--- src/rtl/load_store_unit.sv ---
// rtl/load_store_unit.sv - single-outstanding load/store unit between pipeline and memory bus
//
// Ports:
//   clk, nrst            clock, synchronous active-low reset
//   alu_result           effective byte address
//   store_data           store value (low-order bits significant)
//   mem_read, mem_write  single-cycle request strobes (write wins if both)
//   size                 00 byte, 01 half, 10 word, 11 illegal
//   load_unsigned        1 = zero-extend loads, 0 = sign-extend
//   bus_rdata, bus_ack   memory read data and completion
//   bus_addr, bus_wdata, bus_sel, bus_ren, bus_wen   memory request (registered)
//   load_data, done, load_valid, err, busy           pipeline results (registered)
module load_store_unit #(
    parameter int TIMEOUT = 255
) (
    input  logic        clk,
    input  logic        nrst,
    input  logic [31:0] alu_result,
    input  logic [31:0] store_data,
    input  logic        mem_read,
    input  logic        mem_write,
    input  logic [1:0]  size,
    input  logic        load_unsigned,
    input  logic [31:0] bus_rdata,
    input  logic        bus_ack,
    output logic [31:0] bus_addr,
    output logic [31:0] bus_wdata,
    output logic [3:0]  bus_sel,
    output logic        bus_ren,
    output logic        bus_wen,
    output logic [31:0] load_data,
    output logic        done,
    output logic        load_valid,
    output logic        err,
    output logic        busy
);

    typedef enum logic [1:0] {IDLE, REQ, DONE} state_t;

    localparam int CW = ($clog2(TIMEOUT + 1) > 8) ? $clog2(TIMEOUT + 1) : 8;
    localparam logic [CW-1:0] CNT_LAST = CW'(TIMEOUT - 1);

    state_t        state;
    logic [CW-1:0] cnt;
    logic [1:0]    lat_off;
    logic [1:0]    lat_size;
    logic          lat_uns;
    logic          lat_read;

    logic          misaligned;
    logic [3:0]    sel_next;
    logic [31:0]   wdata_next;
    logic [7:0]    lane_byte;
    logic [15:0]   lane_half;
    logic [31:0]   load_ext;

    // Request decode from the live inputs, used only when accepting in IDLE.
    always_comb begin
        misaligned = 1'b0;
        sel_next   = 4'b1111;
        wdata_next = store_data;
        case (size)
            2'b00: begin
                sel_next   = 4'b0001 << alu_result[1:0];
                wdata_next = {4{store_data[7:0]}};
            end
            2'b01: begin
                misaligned = alu_result[0];
                sel_next   = 4'b0011 << alu_result[1:0];
                wdata_next = {2{store_data[15:0]}};
            end
            2'b10:   misaligned = |alu_result[1:0];
            default: misaligned = 1'b1;
        endcase
    end

    // Load lane extraction uses the offset/size captured at request time,
    // since the pipeline inputs may have moved on while the bus is busy.
    always_comb begin
        lane_byte = bus_rdata[7:0];
        case (lat_off)
            2'b01:   lane_byte = bus_rdata[15:8];
            2'b10:   lane_byte = bus_rdata[23:16];
            2'b11:   lane_byte = bus_rdata[31:24];
            default: lane_byte = bus_rdata[7:0];
        endcase
        lane_half = lat_off[1] ? bus_rdata[31:16] : bus_rdata[15:0];
        case (lat_size)
            2'b00:   load_ext = lat_uns ? {24'b0, lane_byte} : {{24{lane_byte[7]}}, lane_byte};
            2'b01:   load_ext = lat_uns ? {16'b0, lane_half} : {{16{lane_half[15]}}, lane_half};
            default: load_ext = bus_rdata;
        endcase
    end

    always_ff @(posedge clk) begin
        if (!nrst) begin
            state      <= IDLE;
            cnt        <= '0;
            lat_off    <= 2'b00;
            lat_size   <= 2'b00;
            lat_uns    <= 1'b0;
            lat_read   <= 1'b0;
            bus_addr   <= 32'b0;
            bus_wdata  <= 32'b0;
            bus_sel    <= 4'b0;
            bus_ren    <= 1'b0;
            bus_wen    <= 1'b0;
            load_data  <= 32'b0;
            done       <= 1'b0;
            load_valid <= 1'b0;
            err        <= 1'b0;
            busy       <= 1'b0;
        end else begin
            // done/load_valid/err are one-cycle pulses by default
            done       <= 1'b0;
            load_valid <= 1'b0;
            err        <= 1'b0;
            case (state)
                IDLE: begin
                    if (mem_read || mem_write) begin
                        if (misaligned) begin
                            err <= 1'b1;
                        end else begin
                            state     <= REQ;
                            cnt       <= '0;
                            bus_addr  <= {alu_result[31:2], 2'b00};
                            bus_sel   <= sel_next;
                            bus_wdata <= wdata_next;
                            bus_wen   <= mem_write;
                            bus_ren   <= ~mem_write;
                            busy      <= 1'b1;
                            lat_off   <= alu_result[1:0];
                            lat_size  <= size;
                            lat_uns   <= load_unsigned;
                            lat_read  <= ~mem_write;
                        end
                    end
                end
                REQ: begin
                    // An ack on the final allowed cycle still completes normally.
                    if (bus_ack) begin
                        state      <= DONE;
                        bus_ren    <= 1'b0;
                        bus_wen    <= 1'b0;
                        busy       <= 1'b0;
                        done       <= 1'b1;
                        load_valid <= lat_read;
                        if (lat_read) begin
                            load_data <= load_ext;
                        end
                    end else if (cnt == CNT_LAST) begin
                        state   <= IDLE;
                        bus_ren <= 1'b0;
                        bus_wen <= 1'b0;
                        busy    <= 1'b0;
                        err     <= 1'b1;
                    end else begin
                        cnt <= cnt + 1'b1;
                    end
                end
                DONE: begin
                    state <= IDLE;
                end
                default: begin
                    state <= IDLE;
                end
            endcase
        end
    end

endmodule

--- config.mk ---
export PLATFORM = sky130hd
export DESIGN_NAME = load_store_unit
export DESIGN_NICKNAME = d
export VERILOG_FILES = /design/src/rtl/load_store_unit.sv
export SDC_FILE = /design/constraint.sdc
export NUM_CORES = 1
export LEC_CHECK = 0
export CELL_PAD_IN_SITES_DETAIL_PLACEMENT = 0
export CELL_PAD_IN_SITES_GLOBAL_PLACEMENT = 2
export CORE_MARGIN = 3
export CORE_UTILIZATION = 35
export DETAILED_ROUTE_END_ITERATION = 16
export DONT_BUFFER_PORTS = 1
export GPL_TIMING_DRIVEN = 0
export PLACE_DENSITY_LB_ADDON = 0.1
export SYNTH_ARGS = -nofsm -noshare
export SYNTH_HDL_FRONTEND = slang
export SYNTH_SLANG_ARGS = --single-unit
--- constraint.sdc ---
create_clock -name clk -period 1.71 [get_ports clk]
set_input_delay 0.342 -clock clk [delete_from_list [all_inputs] [get_ports clk]]
set_output_delay 0.342 -clock clk [all_outputs]
set_load 0.005 [all_outputs]
==> results.md <==
* GR Util All Layers at about a fifth
* CP max stage cell: dfxtp_1
* Mux cell area share after synthesis at ~7.1%
* Die Span Y at 129 um
* DRT iter0 DRCs at ~270
* Die ar. at around 0.017 mm^2
* DRC viols at 0
* CTS buffer count at 17
* CTS sink cnt at 120
* Share of cells above drive strength 1 at 12.6%
* Fmax achieved at 0.617 GHz
* Cell Chain, Critical Path: buf_2 > buf_4 > inv_2 > a22o_1 > a22oi_1 > a21oi_1
* Drt pass-1 iters at 4
* Placed cells at ~820
* Post-synth EDFFs at 0
* Synth area leaders: dfxtp_1, nand2_1, a21oi_1
* Post-Synth Simple-Gate Area at roughly 16%
* Core ar. at approximately 0.015 mm^2
* Compound-Gate Fraction of Synth Area at 25.0%
* Initial Util at between 30% and 40%
* Number of global-route vias before repair at between 4,000 and 5,000
* Fin util at a little over two fifths
* CTS H-tree lvls at 4
* Routed WL at ~17,000 um
* Startpoint Class: flop
* Longest Clk Path Bufs at 2
* Number of routed nets with antenna violations at 0
* Count of standard-cell rows at 44
* Worst Hold Depth at 2
* RSZ-0062 raised after global routing: yes
* Critical path arrival at 1910 ps
* Largest area contributor in the netlist: dfxtp_1
* Syn avg cell area at approximately 8.4 um^2
* Clock transition at the registers of the reported paths at roughly 60 ps
* CP max FO at 10
* I/O Buffers at 0
* Syn Inst Count at ~630
* Total grt overflow at 0
* Number of I/O pins at 210
* Endpoints failing setup at 0
* Crit share post-route at between 90% and 100%
* First-pass GRT wire length at 26,600 um
* Mapped cell area at around 0.0053 mm^2
* Outcome: finished, final reports clean
* Slowest stage delay, CP at approximately 310 ps
* Final number of max-transition violations at 0
* Yosys top cell area share at a little under half
* Sequential share of the synthesized area at around 46%
* Critical Path RT at about 2000 ps
* Vias per cell at between 5 and 6
* Power density over the cells at 1230 mW/mm^2
* FF+latch count, synth at 120
* CTS tree: built
* Most common cell in the netlist: nand2_1
* Final min period at 1620 ps
* Net count reported at finish at 758
* Synth Warn # at 0
* Vias at around 4,600
* Initial antenna violation count at 0
* Hpwl dp at 12,900 um
* Static leakage at 2.23 nW
* Setup crit end kind: flop
* Largest family of logic cells by synthesized area: compound AO/OA/AOI/OAI gates
* Hold_ws at around 56 ps
* Min-Delay Path Class: in -> reg
* Commonest cells in the netlist: nand2_1, dfxtp_1, a21oi_1, o21ai_0, mux2i_1
* Die W at around 130 um
* Async SR Flop Fraction at 0%
* Clk root buf: clkbuf_16
* XOR/XNOR share of the synthesized area at 0%
* Peak VDD IR at 0.702 mV
* Register Area at 0.00240 mm^2
* Antenna diode count at 0
* Worst-Margin Slew at slightly below 800 ps
* RD Place Congestion at ~0.8
* Largest net degree at the start of global routing at 17
* Worst Skew at roughly 6.6 ps
* Synth Area in Adders at 0.474%
* Area delta synth->final at 16.8%
* Final hold violation count at 0
* Fin cells at about 850
* Clock latency on the worst-skew pair at ~420 ps
* CP Class: reg -> reg
* Worst slew margin at about 48%
* Routed WL per cell at between 20 and 25 um
* Max-cap viol count at 0
* Multi-input gate area at between 0.002 and 0.003 mm^2
* Fillers at between 1,000 and 1,500
* Top FF cell, synth: dfxtp_1
* R2R depth at 6
* Netlist cell types at 48
[flip-flops by register name, summed over array words and instances, names as in the netlist, 2 cells and up]
name	count
bus_addr	30
bus_sel	4
bus_wdata	32
cnt	8
lat_off	2
lat_size	2
load_data	32
state	2
[area by class of cell]
type                       instances  area share (%)
timing repair buffer               1           0.122
multi-input combinational        447            42.4
sequential                       120            39.0
clock buffer                      17            6.90
tap                              184            3.74
clock inverter                    15            2.74
inverter                          12           0.731
buffer                            53            4.37
[routing by layer]
metal / vias up / part of all wire [%] / global-route usage (%)
met2: 162 / 47 / 31.8
met4: 0 / 1.4 / 6.79
met5: - / 0 / 0
li1: 2282 / - / -
met1: 2180 / 42 / 25.6
met3: 18 / 10 / 9.80
[logic make-up after synthesis]
kind of cell / after synthesis
adders and majority gates: 2
other: 1
DFF: 120
AOI/OAI and AO/OA: 203
and+or+nand+nor: 204
muxes: 36
buffers and inverters: 65
[layout by cell type (no fill, tap or decap), types with 3 or more instances in the layout]
cell type,count
nand3_1,13
clkbuf_1,22
a22oi_1,7
or3_1,8
inv_1,10
a22o_1,9
a32oi_1,6
o211ai_1,14
clkbuf_2,4
clkbuf_4,5
a311oi_1,10
buf_4,7
o21ai_0,38
buf_2,13
and3_1,3
dfxtp_1,119
a21oi_1,85
a211oi_1,14
clkbuf_16,17
clkinv_4,4
inv_6,4
clkinvlp_4,3
mux2i_1,35
nor2_1,28
nand2_1,139
[power breakdown]
group	total, mW	switching (mW)	internal (mW)
registers	3.12	0.149	2.97
logic	0.822	0.517	0.305
clock network	3.61	1.43	2.18
total	7.55	2.10	5.45
[worst max-delay path: cells and delay by family, from the launching register on]
family	cells	cell delay (ps)
AOI/OAI and AO/OA	3	640
buffers and inverters	3	540
DFF	1	310
[path summary, 6_finish.rpt]
| kind | to | from | slack (ps) |
|---|---|---|---|
| worst max-delay path | load_data[14] | lat_off[1] | 90 |
| worst min-delay path | bus_addr[14] | alu_result[14] | 60 |
| worst min register to register | bus_wdata[24] | bus_wdata[24] | 470 |
| worst max register to register | load_data[14] | lat_off[1] | 90 |
[stage by stage]
stage,power (mW),TNS [ps],instance area (um^2),setup WS [ps]
2_1_floorplan,3.75,0,5280,163
4_1_cts,7.62,0,6130,30.3
5_1_grt,7.90,-66.7,6160,-30.8
3_5_place_dp,3.99,-6450,5510,-128
3_3_place_gp,3.98,-3540,5510,-109
6_report,7.55,0,6160,89.8
[timing repair]
| action | in CTS | in global routing |
|---|---|---|
| buffers inserted | 1 | 0 |
| pin swaps | 0 | 0 |
| endpoints found under the setup margin | 16 | 66 |
| gates cloned | 0 | 0 |
| endpoints found under the hold margin | 0 | 0 |
| hold buffers | 0 | 0 |
| resized for setup | 5 | 14 |
No activity file was read; power rests on OpenSTA's default activity.
